## config.mk

```make
export PLATFORM = sky130hd
export DESIGN_NAME = time_set_controller
export DESIGN_NICKNAME = d
export VERILOG_FILES = /design/src/rtl/time_set_controller.sv
export SDC_FILE = /design/constraint.sdc
export NUM_CORES = 1
export LEC_CHECK = 0
export CORE_UTILIZATION = 27
export DETAILED_ROUTE_END_ITERATION = 8
export GPL_ROUTABILITY_DRIVEN = 0
export GPL_TIMING_DRIVEN = 0
export PLACE_DENSITY_LB_ADDON = 0.1
export SYNTH_ARGS = -nofsm -noshare
export SYNTH_HDL_FRONTEND = slang
export SYNTH_SLANG_ARGS = --single-unit
export TNS_END_PERCENT = 20
```

## constraint.sdc

```tcl
create_clock -name clk -period 5.6 [get_ports clk]
set_input_delay 1.12 -clock clk [delete_from_list [all_inputs] [get_ports clk]]
set_output_delay 1.12 -clock clk [all_outputs]
set_load 0.02 [all_outputs]
```

## src/rtl/time_set_controller.sv

```systemverilog
// -----------------------------------------------------------------------------
// time_set_controller
// Timekeeping and time-set controller for a 24-hour digital clock.
// Holds hours/minutes/seconds, advances them on the 1 Hz enable in RUN, and
// sequences the set procedure RUN -> SET_HR -> SET_MIN -> RUN with inc/dec
// editing of the selected field and an inactivity timeout back to RUN.
//
// Optional feature macro: BLINK_EN
//   defined   : blink toggles on each tick_1hz while editing, cleared on edits
//               and on every mode change.
//   undefined : blink is tied to 0.
//
// Parameters:
//   TIMEOUT_S  ticks without button activity before a set mode returns to RUN
//              (1..63)
// Ports:
//   clk        system clock, rising edge
//   rst        synchronous active-high reset
//   tick_1hz   one-clk 1 Hz enable
//   btn_mode   one-clk mode button pulse
//   btn_inc    one-clk increment pulse
//   btn_dec    one-clk decrement pulse
//   hours      current hours 0..23
//   minutes    current minutes 0..59
//   seconds    current seconds 0..59
//   mode       00 RUN, 01 SET_HR, 10 SET_MIN
//   setting    high when mode != RUN
//   blink      blank-phase indicator for the edited field
//   min_tick   one-clk pulse when seconds wrap 59->0 in RUN
// -----------------------------------------------------------------------------
module time_set_controller #(
  parameter int TIMEOUT_S = 10
) (
  input  logic       clk,
  input  logic       rst,
  input  logic       tick_1hz,
  input  logic       btn_mode,
  input  logic       btn_inc,
  input  logic       btn_dec,
  output logic [4:0] hours,
  output logic [5:0] minutes,
  output logic [5:0] seconds,
  output logic [1:0] mode,
  output logic       setting,
  output logic       blink,
  output logic       min_tick
);

  typedef enum logic [1:0] {
    RUN     = 2'b00,
    SET_HR  = 2'b01,
    SET_MIN = 2'b10
  } state_t;

  localparam logic [5:0] TLAST = 6'(TIMEOUT_S - 1);

  state_t     state_r, state_s;
  logic [4:0] hours_r, hours_s;
  logic [5:0] minutes_r, minutes_s;
  logic [5:0] seconds_r, seconds_s;
  logic [5:0] tcnt_r, tcnt_s;
  logic       blink_r, blink_s;
  logic       min_tick_r, min_tick_s;
  logic       setting_r;
  logic       any_btn_s;
  logic       timeout_s;

  assign any_btn_s = btn_mode | btn_inc | btn_dec;
  // A tick with no button activity at the last count expires the set mode.
  assign timeout_s = tick_1hz & ~any_btn_s & (tcnt_r == TLAST);

  // State register.
  always_ff @(posedge clk) begin
    if (rst) begin
      state_r <= RUN;
    end else begin
      state_r <= state_s;
    end
  end

  // Next-state logic: btn_mode steps the cycle, timeout returns to RUN.
  always_comb begin
    state_s = state_r;
    case (state_r)
      RUN: begin
        if (btn_mode) state_s = SET_HR;
        else          state_s = RUN;
      end
      SET_HR: begin
        if (btn_mode)       state_s = SET_MIN;
        else if (timeout_s) state_s = RUN;
        else                state_s = SET_HR;
      end
      SET_MIN: begin
        if (btn_mode)       state_s = RUN;
        else if (timeout_s) state_s = RUN;
        else                state_s = SET_MIN;
      end
      default: state_s = RUN;
    endcase
  end

  // Output/datapath next values: counting in RUN, editing and timeout in set modes.
  always_comb begin
    hours_s    = hours_r;
    minutes_s  = minutes_r;
    seconds_s  = seconds_r;
    tcnt_s     = tcnt_r;
    min_tick_s = 1'b0;
    case (state_r)
      RUN: begin
        tcnt_s = 6'd0;
        if (btn_mode) begin
          // Mode change takes priority over a coincident tick.
          seconds_s = seconds_r;
        end else if (tick_1hz) begin
          if (seconds_r == 6'd59) begin
            seconds_s  = 6'd0;
            min_tick_s = 1'b1;
            if (minutes_r == 6'd59) begin
              minutes_s = 6'd0;
              hours_s   = (hours_r == 5'd23) ? 5'd0 : hours_r + 5'd1;
            end else begin
              minutes_s = minutes_r + 6'd1;
            end
          end else begin
            seconds_s = seconds_r + 6'd1;
          end
        end else begin
          seconds_s = seconds_r;
        end
      end
      SET_HR, SET_MIN: begin
        if (btn_mode) begin
          tcnt_s = 6'd0;
          if (state_s == RUN) seconds_s = 6'd0;
          else                seconds_s = seconds_r;
        end else if (btn_inc | btn_dec) begin
          tcnt_s = 6'd0;
          // Simultaneous inc and dec cancel; only the counter is cleared.
          if (btn_inc && !btn_dec) begin
            if (state_r == SET_HR) hours_s   = (hours_r == 5'd23)   ? 5'd0 : hours_r + 5'd1;
            else                   minutes_s = (minutes_r == 6'd59) ? 6'd0 : minutes_r + 6'd1;
          end else if (btn_dec && !btn_inc) begin
            if (state_r == SET_HR) hours_s   = (hours_r == 5'd0)   ? 5'd23 : hours_r - 5'd1;
            else                   minutes_s = (minutes_r == 6'd0) ? 6'd59 : minutes_r - 6'd1;
          end else begin
            hours_s = hours_r;
          end
        end else if (tick_1hz) begin
          if (timeout_s) begin
            tcnt_s    = 6'd0;
            seconds_s = 6'd0;
          end else begin
            tcnt_s = tcnt_r + 6'd1;
          end
        end else begin
          tcnt_s = tcnt_r;
        end
      end
      default: begin
        tcnt_s    = 6'd0;
        seconds_s = 6'd0;
      end
    endcase
  end

`ifdef BLINK_EN
  // Blink phase: cleared on mode change, RUN, or any edit; toggles per tick while editing.
  always_comb begin
    blink_s = 1'b0;
    if (state_r == RUN || state_s != state_r || any_btn_s) begin
      blink_s = 1'b0;
    end else if (tick_1hz) begin
      blink_s = ~blink_r;
    end else begin
      blink_s = blink_r;
    end
  end
`else
  // Blink feature disabled: indicator held low.
  always_comb begin
    blink_s = 1'b0;
  end
`endif

  // Registered outputs and timeout counter.
  always_ff @(posedge clk) begin
    if (rst) begin
      hours_r    <= 5'd0;
      minutes_r  <= 6'd0;
      seconds_r  <= 6'd0;
      tcnt_r     <= 6'd0;
      blink_r    <= 1'b0;
      min_tick_r <= 1'b0;
      setting_r  <= 1'b0;
    end else begin
      hours_r    <= hours_s;
      minutes_r  <= minutes_s;
      seconds_r  <= seconds_s;
      tcnt_r     <= tcnt_s;
      blink_r    <= blink_s;
      min_tick_r <= min_tick_s;
      setting_r  <= (state_s != RUN);
    end
  end

  assign hours    = hours_r;
  assign minutes  = minutes_r;
  assign seconds  = seconds_r;
  assign mode     = state_r;
  assign setting  = setting_r;
  assign blink    = blink_r;
  assign min_tick = min_tick_r;

endmodule
```

== Word-level counts from Yosys, hierarchy flattened ==
Index checks and enable logic that the tools add are counted.
Word-level totals
  input bits: 6
  flip-flop bits (word level): 27
Cells by class
  add/subtract/negate cells: 6
  bitwise operators: 9
  multiplexer cells: 42
  equal/unequal tests: 19
  reductions and logical operators: 16
Operator list (number)
  6-bit 2-to-1 mux: 20
  5-bit 2-to-1 mux: 12
  6-bit one-hot mux with 2 select lines: 2
  6-bit by 1-bit adder with 6-bit output (second input constant): 3
  2-bit != test (second input constant): 8
  3-bit != test (second input constant): 5
  6-bit equality test (second input constant): 2
  5-bit one-hot mux with 2 select lines: 1
  9-bit AND reduction: 1
  8-bit AND reduction: 1
  4-bit OR reduction: 2
  6-bit by 4-bit equality test with 1-bit output (second input constant): 1
  6-bit zero test: 1
  2-bit 2-to-1 mux: 3
  2-bit one-hot mux with 3 select lines: 1
  6-bit AND reduction: 1
  6-bit by 1-bit subtractor with 6-bit output (second input constant): 1
  5-bit by 1-bit adder with 5-bit output (second input constant): 1
  5-bit equality test (second input constant): 1
  5-bit zero test: 1
  5-bit by 1-bit subtractor with 5-bit output (second input constant): 1
  2-bit zero test: 2
  1-bit NOT: 4
  2-bit nonzero test: 2
  8 further kinds: 15

== Longest topological paths before layout ==
  word-level depth: 12
  depth in mapped cells: 9
  depth with buffers taken out: 7

== Least setup slack after synthesis ==
No wires, ideal clock.
  path kind: input to register
  start point: in tick_1hz
  end point: reg seconds_r[2] (netlist: seconds[2])
  setup time: 71 ps
  cell stages on the path: 7
  data arrival time: 2509 ps
  buffers on the path: 2
  path slack: 3020 ps
  required time: 5529 ps
  cell sequence: buf_2 -> nor2b_1 -> nand4_1 -> a221o_1 -> buf_6 -> or4_1 -> a21oi_1
Between the ends
  longest elaborated chain between the ends: 8
  elaborated cells between the ends (all ways): 13
  classes of those cells: 4 x eq/ne; 5 x mux; 2 x bitwise; 2 x reduce/logical
RTL lines
  from (decl): RTL line 36  | input logic tick_1hz,
  1-bit bitwise AND (2 in a row): RTL line 70  | assign timeout_s = tick_1hz & ~any_btn_s & (tcnt_r == TLAST);
  1-bit 2-to-1 mux or 2-bit 2-to-1 mux (tied branches): RTL line 91, 96
  2-bit 2-to-1 mux, on equally long branches: RTL line 90, 95
  2-bit one-hot mux with 3 select lines: RTL line 84  | case (state_r)
  2-bit zero test: RTL line 136  | if (state_s == RUN) seconds_s = 6'd0;
  3-bit != test (no line)
  6-bit AND reduction (no line) (*)
  to (signal assigned): RTL line 200  | seconds_r <= seconds_s;
  to (decl): RTL line 60  | logic [5:0] seconds_r, seconds_s;
Mark *: on every way between the ends. The rest lies on a longest branch, timed or not.
A chain may end at the register's enable or synchronous reset.

== Worst setup path in the final report ==
  start point: in btn_inc
  end point: reg minutes_r[5] (netlist: minutes[5])
Between the ends
  longest elaborated chain between the ends: 5
  elaborated cells between the ends (all ways): 11
  classes of those cells: 2 x eq/ne; 4 x mux; 1 x bitwise; 4 x reduce/logical
RTL lines
  from (decl): RTL line 38  | input logic btn_inc,
  1-bit logical AND: RTL line 141  | if (btn_inc && !btn_dec) begin
  6-bit 2-to-1 mux: RTL line 141
  6-bit 2-to-1 mux: RTL line 138  | end else if (btn_inc | btn_dec) begin
  6-bit 2-to-1 mux: RTL line 134  | if (btn_mode) begin
  6-bit one-hot mux with 2 select lines: RTL line 110  | case (state_r)
  to (signal assigned): RTL line 199  | minutes_r <= minutes_s;
  to (decl): RTL line 59  | logic [5:0] minutes_r, minutes_s;
Several ways; a longest one is shown, not always the timed one. The select of a mux whose other input is x is not followed.

==> out/results.txt <==
Logic pwr share = 0.237
initial antenna violation count = 0
Seq cells post-synth = 27
final hold viol count = 0
largest area contributor in the netlist = dfxtp_1
Slew @ Worst Pin = 0.682 ns
Final Slew Violations = 0
Sw Share = 0.312
post-route cell area = 2260 um^2
Max stage delay on crit path = 0.55 ns
sequential share of the synthesized area = 0.289
top cells by area, synth = dfxtp_1 (29%), ha_1 (9.4%), a21oi_1 (6.4%)
Internal Pwr Total = 0.000289 W
initial core utilization = 0.287
CP cell instances = clkdlybuf4s50_1 -> ha_1 -> nand2b_1 -> clkbuf_1 -> clkbuf_1 -> o21ai_0 -> a21oi_1 -> o21ai_0 -> a21oi_1
clock latency at the later pin of the worst-skew pair = 0.28 ns
FP Rows = 29
share of cells above drive strength 1 = 0.0444
Setup TNS = 0 ns
P&R area growth vs syn = 20.9%
critical path data arrival time = 3.28 ns
fill count = 696
Overflow after GRT = 0
fin util = 0.347
Clock Path Buffers = 2
Worst Clk Skew = 0.00298 ns
Synth top area share = 0.289
Mapped Cells = 241
nets = 291
hpwl dp = 3400 um
Synth Cell Area = 1870 um^2
first-pass GRT wire length = 7650 um
CTS root buf = clkbuf_8
vias per cell = 5.16
Post-Syn Nets = 261
Setup crit end kind = register
Post-synth top cells = dfxtp_1 (27), a21oi_1 (24), nor2_1 (20), o21ai_0 (17)
# setup viols final = 0
vias in the first global route = 1,630
CP top delay family = buffers and inverters
CP required = 5.81 ns
status = finished clean
final wirelength = 4550 um
R2R depth = 8
DR iter-0 viols = 128
total number of vias = 1,790
DP Area = 2220 um^2
critical path class = input pin to register
footprint of the multi-input gates = 1200 um^2
Core ar. = 6530 um^2
WP buf/inv = 3
Main synth FF type = dfxtp_1
Fmax = 326 MHz
RSZ-0062 raised after global routing = no
WP depth = 9
period utilization = 0.548
PortBufs = 25
crit path max fanout = 10
Reg area = 541 um^2
total global-route track usage = 0.130
die width = 85.3 um
setup ws final = 2.53 ns
number of CTS-inserted buffers = 3
CTS tree = done
syn_area_per_cell = 7.77 um^2
Max transition margin = 0.533
DRC Markers = 0
HP Class = register to register
top-count cell post-synth = dfxtp_1
Critical-path top delay cell = clkdlybuf4s50_1
DRT antenna net count = 0
hold path depth = 2
Resized cells post-CTS = 0
Max-Cap Viols = 0
Worst Setup Start Kind = input pin
Die Y-Extent = 85.3 um
Die ar. = 7270 um^2
drt first pass iters = 4
Yosys warning total = 0
clock share of power = 0.279
DP Worst Slack = 2.19 ns
Distinct cells, synth = 51
LEAKAGE = 0.791 nW
Clk pin slew, worst setup/hold paths = 0.10 ns
Tmin final = 3.07 ns
worst vdd ir = 0.127 mV
H-Tree Depth = 1
EDFF count, synth = 0
ANT cells = 0
largest net degree at the start of global routing = 15
register share of total power = 0.484
Routed wire per std cell = 13.1 um
Pwr Density = 185 nW/um^2
setup bufs post-CTS = 0
clk sink count = 27
Net Sw Power = 0.000131 W
# hold bufs at CTS = 0
Synth async-reset ratio = 0
I/O pins = 28
[power groups by stage]
stage               combinational [W]  sequential, W  clock [W]
CTS                          0.000100       0.000203   0.000122
global placement             0.000101       0.000208          0
detailed placement          0.0000994       0.000208          0
global route                 0.000113       0.000205   0.000131
finish                      0.0000997       0.000203   0.000117
floorplan                   0.0000631       0.000212          0
[layer usage]
metal	global-route usage	wire length, um	vias to the layer above
met1	0.175	2290	817
met3	0.0311	194	6
met4	0.0318	74	0
met5	0	0	-
li1	-	-	929
met2	0.211	1990	38
[cells in the final DEF, fill, tap and decap left out, types with 2 or more instances in the layout]
cell type,instances
and3_1,2
and2_1,2
nor3b_1,2
xor2_1,3
o31ai_1,3
clkbuf_8,3
clkdlybuf4s50_1,25
a22oi_1,2
nand2_1,16
or2_2,2
o21ai_0,17
nand3_1,9
nor2b_1,4
or4_1,3
a21oi_1,24
clkbuf_1,9
nor3_1,6
xnor2_1,4
or3_1,4
dfxtp_1,27
buf_2,3
a211o_1,3
a221o_1,2
nand3b_1,4
a211oi_1,3
nand2b_1,5
nand4_1,7
nor2_1,20
o21a_1,2
mux2i_1,2
ha_1,14
and4b_1,2
inv_1,16
[state kept, by name (all words and copies together), names as in the netlist]
name,flops
tcnt_r,6
minutes,6
seconds,6
setting,1
min_tick,1
hours,5
mode,2
[through the flow]
| step | hold WS (ns) | cells | power (W) |
|---|---|---|---|
| finish | 0.501 | 347 | 0.000420 |
| global route | 0.538 | 347 | 0.000449 |
| floorplan | 0.474 | 241 | 0.000276 |
| CTS | 0.505 | 347 | 0.000426 |
| detailed placement | 0.491 | 343 | 0.000307 |
| global placement | 0.485 | 343 | 0.000308 |
[tightest hold or removal path, stage by stage (launching register included)]
cell and delay, ns:
dfxtp_1 0.35, nand2_1 0.06, a21oi_1 0.05
[cell families after synthesis]
logic type | share of synthesized area
flops | 0.289
other cells | 0.00200
buf+inv | 0.0681
xor+xnor | 0.0327
fa+ha+maj | 0.0935
mux | 0.0107
compound gates | 0.221
simple gates | 0.283
[worst paths after layout]
path               from         end  slack, ns
max             btn_inc  minutes[5]       2.53
min          seconds[0]  seconds[0]       0.50
max reg2reg     mode[0]    hours[2]       3.30
min reg2reg  seconds[0]  seconds[0]       0.50
[layout make-up]
class | count | area share
Buffer | 14 | 0.0298
Clock buffer | 4 | 0.0199
Inverter | 16 | 0.0265
Multi-Input combinational cell | 184 | 0.532
Sequential cell | 27 | 0.239
Tap cell | 77 | 0.0425
Timing Repair Buffer | 25 | 0.110
(Power assumes the default switching activity.)
==> patch 1 (same settings) <==
The option `BLINK_EN` is turned on by a define.
--- a/src/rtl/time_set_controller.sv
+++ b/src/rtl/time_set_controller.sv
@@ -28,6 +28,8 @@
 //   blink      blank-phase indicator for the edited field
 //   min_tick   one-clk pulse when seconds wrap 59->0 in RUN
 // -----------------------------------------------------------------------------
+`define BLINK_EN
+
 module time_set_controller #(
   parameter int TIMEOUT_S = 10
 ) (
Function: changed (a bounded check fails within 4 cycles, from zero or initial values and one cycle with rst high).
==> patch 1 against the original RTL <==
  * Via count rose by 1.5%
  * Area after synthesis is 0.27% higher
  * Wire length up 4.9%
  * Final area up 1.3%
  * Sequential cell count rose by 1
  * Register-to-register slack worse by 0.23 ns
  * Total power rose by 6.7%
  * Setup slack got worse by 0.13 ns
==> patch 1: results (changes against the original RTL) <==
metric	value	unit	change
Seq/Total Area, Yosys	29.8	%	was 28.9%
largest cells by area after synthesis	dfxtp_1 (30%), ha_1 (9.3%), nand2_1 (4.4%)		was dfxtp_1 (29%), ha_1 (9.4%), a21oi_1 (6.4%)
layout cells sized above 1	3.79	%	was 4.44%
count of flip-flops with a built-in enable after synthesis	0		unchanged
Setup Buffers After CTS	0		unchanged
relative max-transition margin	54.0	%	was 53.3%
cts bufs inserted	3		unchanged
Leak	0.825	nW	was 0.791 nW
Crit Path Max Fanout	10		unchanged
wire per inst	13.9	um	was 13.1 um
CP arrival	3.40	ns	was 3.28 ns
vias in the first global route	1635		was 1630
worst r2r path cells	6		was 8
initial drt markers	74		was 128
Reg clk slew, reported paths	0.09	ns	
final net count	285		was 291
Slowest cell on crit path	or4_1		was clkdlybuf4s50_1
CP top delay family	buffers and inverters		unchanged
drt pass-1 iters	4		unchanged
largest net degree at the start of global routing	16		was 15
Max Buffers Root-to-Sink	2		unchanged
peak supply drop	0.101	mV	was 0.127 mV
htree depth	1		unchanged
Synth Warn #	0		unchanged
Synth cell types	52		was 51
Post-synth top cells	dfxtp_1 (28), nand2_1 (22), nor2_1 (18), inv_1 (16)		was dfxtp_1 (27), a21oi_1 (24), nor2_1 (20), o21ai_0 (17)
total grt overflow	0		unchanged
number of gates resized after cts	0		unchanged
Net Count, Synth	254		was 261
status	finished clean		unchanged
Buffers on Ports	26		was 25
antenna cells	0		unchanged
via count	1817		was 1790
max incr delay on CP	0.51	ns	was 0.55 ns
area of placed instances	0.00224	mm^2	was 0.00222 mm^2
All-Layer GR Usage	13.5	%	was 13.0%
hold path depth	2		unchanged
ys async rst share	0	%	unchanged
Clock Latency Late Sink	0.28	ns	about the same
Setup Skew	0.0163	ns	was 0.00298 ns
initial antenna violation count	0		unchanged
hpwl dp	3510	um	was 3400 um
first-pass GRT wire length	8020	um	was 7650 um
Min-Delay Path Class	register to register		unchanged
Root Driver	clkbuf_8		unchanged
Slew Limit Fails	0		unchanged
[patch 1: cell count changes after synthesis, sizes merged, moves of 4 or more]
cell    delta
a21oi     -10
a311oi     +5
a31oi      +6
buf        -4
nand2      +6
o21ai      -6
[patch 1: per-layer routing]
layer,share of wire [%],GRT usage (%)
met1,49,17.5
met2,46,23.1
met3,3.8,2.82
met4,0.67,2.73
met5,0,0
[patch 1: final timing paths]
check	startpoint	endpoint	slack (ns)
worst max-delay path	tick_1hz	hours[2]	2.41
worst min-delay path	tcnt_r[1]	tcnt_r[1]	0.51
worst min register to register	tcnt_r[1]	tcnt_r[1]	0.51
worst max register to register	minutes[0]	hours[2]	3.07
[patch 1: cell families after synthesis]
logic type,share of synthesized area [%]
compound gates,23.9
xor+xnor,3.73
fa+ha+maj,9.33
buf+inv,5.26
flops,29.8
mux,1.07
simple gates,26.9
[patch 1: final cells by class]
type                            instances  area [um^2]
Tap cell                               80          100
Buffer                                 10         38.8
Clock buffer                            4         55.1
Timing Repair Buffer                   26          260
Multi-Input combinational cell        180         1220
Inverter                               16         60.1
Fill cell                             742         4460
Sequential cell                        28          561
[patch 1: power breakdown]
group / internal [mW] / switching (mW) / total [mW]
Clock: 0.0631 / 0.0682 / 0.131
Sequential: 0.204 / 0.00672 / 0.211
Combinational: 0.0433 / 0.0627 / 0.106
Total: 0.311 / 0.138 / 0.448
[patch 1: stage by stage]
| stage | worst slack, ns | cells | util (%) |
|---|---|---|---|
| after floorplan | 2.78 | 234 | - |
| after global placement | 2.11 | 340 | 33.1 |
| after detailed placement | 2.08 | 340 | 33.1 |
| after CTS | 2.37 | 344 | 33.9 |
| after global routing | 2.19 | 344 | 33.9 |
| final | 2.41 | 344 | 33.9 |
==> patch 2 (same flow settings) <==
Made on the original files. Add an input register stage for `btn_mode`, without a reset; this delays it by one clock. The other inputs are not delayed to match. Comments in the files are not updated.
--- a/src/rtl/time_set_controller.sv
+++ b/src/rtl/time_set_controller.sv
@@ -54,6 +54,12 @@
 
   localparam logic [5:0] TLAST = 6'(TIMEOUT_S - 1);
 
+  logic btn_mode_q;
+
+  always_ff @(posedge clk) begin
+    btn_mode_q <= btn_mode;
+  end
+
   state_t     state_r, state_s;
   logic [4:0] hours_r, hours_s;
   logic [5:0] minutes_r, minutes_s;
@@ -65,7 +71,7 @@
   logic       any_btn_s;
   logic       timeout_s;
 
-  assign any_btn_s = btn_mode | btn_inc | btn_dec;
+  assign any_btn_s = btn_mode_q | btn_inc | btn_dec;
   // A tick with no button activity at the last count expires the set mode.
   assign timeout_s = tick_1hz & ~any_btn_s & (tcnt_r == TLAST);
 
@@ -83,16 +89,16 @@
     state_s = state_r;
     case (state_r)
       RUN: begin
-        if (btn_mode) state_s = SET_HR;
+        if (btn_mode_q) state_s = SET_HR;
         else          state_s = RUN;
       end
       SET_HR: begin
-        if (btn_mode)       state_s = SET_MIN;
+        if (btn_mode_q)       state_s = SET_MIN;
         else if (timeout_s) state_s = RUN;
         else                state_s = SET_HR;
       end
       SET_MIN: begin
-        if (btn_mode)       state_s = RUN;
+        if (btn_mode_q)       state_s = RUN;
         else if (timeout_s) state_s = RUN;
         else                state_s = SET_MIN;
       end
@@ -110,7 +116,7 @@
     case (state_r)
       RUN: begin
         tcnt_s = 6'd0;
-        if (btn_mode) begin
+        if (btn_mode_q) begin
           // Mode change takes priority over a coincident tick.
           seconds_s = seconds_r;
         end else if (tick_1hz) begin
@@ -131,7 +137,7 @@
         end
       end
       SET_HR, SET_MIN: begin
-        if (btn_mode) begin
+        if (btn_mode_q) begin
           tcnt_s = 6'd0;
           if (state_s == RUN) seconds_s = 6'd0;
           else                seconds_s = seconds_r;
Behaviour: not the same (Yosys sat finds a counterexample within 4 cycles, from zero or initial values and one cycle with rst high).
==> patch 2 against the original RTL <==
  * Worst hold slack improved by 0.020 ns
  * Final area rose by 0.44%
  * Setup slack got worse by 0.24 ns
  * Total power rose by 5.5%
  * Sequential cell count rose by 1
  * Area after synthesis did not move
  * Count of clock-buffer cells in the layout did not move
  * Wire length rose by 1.6%
  * Clock skew rose by 0.0032 ns
==> patch 2: results (changes against the original RTL) <==
metric	value	unit	change
status	finished clean		unchanged
Detailed Route WL	4620	um	was 4550 um
Synth Area in Compound Gates	22.3	%	was 22.1%
Post-Route M1 WL	2370	um	was 2290 um
hpwl dp	3410	um	was 3400 um
peak supply drop	0.101	mV	was 0.127 mV
largest cells by area after synthesis	dfxtp_1 (30%), ha_1 (9.4%), a21oi_1 (4.3%)		was dfxtp_1 (29%), ha_1 (9.4%), a21oi_1 (6.4%)
met3 WL	195	um	was 194 um
CP arrival	3.51	ns	was 3.28 ns
multiplexer share of the synthesized area	1.60	%	was 1.07%
Net Count, Synth	252		was 261
layout cells sized above 1	6.90	%	was 4.44%
actual slew at the worst max-slew pin	1.03	ns	was 0.682 ns
drt pass-1 iters	4		unchanged
Seq/Total Area, Yosys	29.9	%	was 28.9%
CP top delay family	compound AO/OA/AOI/OAI gates		was buffers and inverters
initial drt markers	92		was 128
final net count	282		was 291
All-Layer GR Usage	13.8	%	was 13.0%
wire per inst	13.7	um	was 13.1 um
antenna-violating nets left	0		unchanged
grt met1 use	19.6	%	was 17.5%
largest net degree at the start of global routing	16		was 15
Post-Synthesis Cells	232		was 241
Leak	0.787	nW	was 0.791 nW
met2 routed WL	2010	um	was 1990 um
Synth cell types	55		was 51
HP Start	seconds[4]		was seconds[0]
first-pass GRT wire length	7980	um	was 7650 um
placed cells	334		was 343
vias in the first global route	1572		was 1630
Slowest cell on crit path	or4_1		was clkdlybuf4s50_1
max incr delay on CP	0.59	ns	was 0.55 ns
Setup Skew	0.00615	ns	was 0.00298 ns
Place WS	2.02	ns	was 2.19 ns
M2 GR Usage	20.8	%	was 21.1%
Post-synth top cells	dfxtp_1 (28), nand2_1 (19), nor2_1 (19), a21oi_1 (16), ha_1 (14)		was dfxtp_1 (27), a21oi_1 (24), nor2_1 (20), o21ai_0 (17)
via count	1743		was 1790
worst r2r path cells	9		was 8
[patch 2: changes by cell type after synthesis, sizes merged, moves of 3 or more]
cell,change
o311ai,+3
nand2,+3
or4,+3
nand3,-5
o41ai,+3
a211o,-3
o21ai,-4
a21oi,-8
[patch 2: power by group through the flow]
stage | logic, mW | clock network (mW) | registers, mW
global placement | 0.102 | 0 | 0.216
floorplan | 0.0652 | 0 | 0.220
detailed placement | 0.102 | 0 | 0.215
global route | 0.114 | 0.151 | 0.212
CTS | 0.102 | 0.142 | 0.211
finish | 0.101 | 0.131 | 0.211
[patch 2: area by class of cell]
cell class / count / area (um^2)
fillers: 705 / 4260
repair buffers: 25 / 250
inverters: 14 / 52.6
multi-input cells: 175 / 1190
plain buffers: 15 / 68.8
well taps: 77 / 96.3
clock buffers: 4 / 55.1
flip-flops and latches: 28 / 561
[patch 2: worst paths after layout]
check                                   to  slack, ns
worst max register to register    hours[3]       3.06
worst min register to register  seconds[4]       0.52
worst min-delay path            seconds[4]       0.52
worst max-delay path              hours[2]       2.29
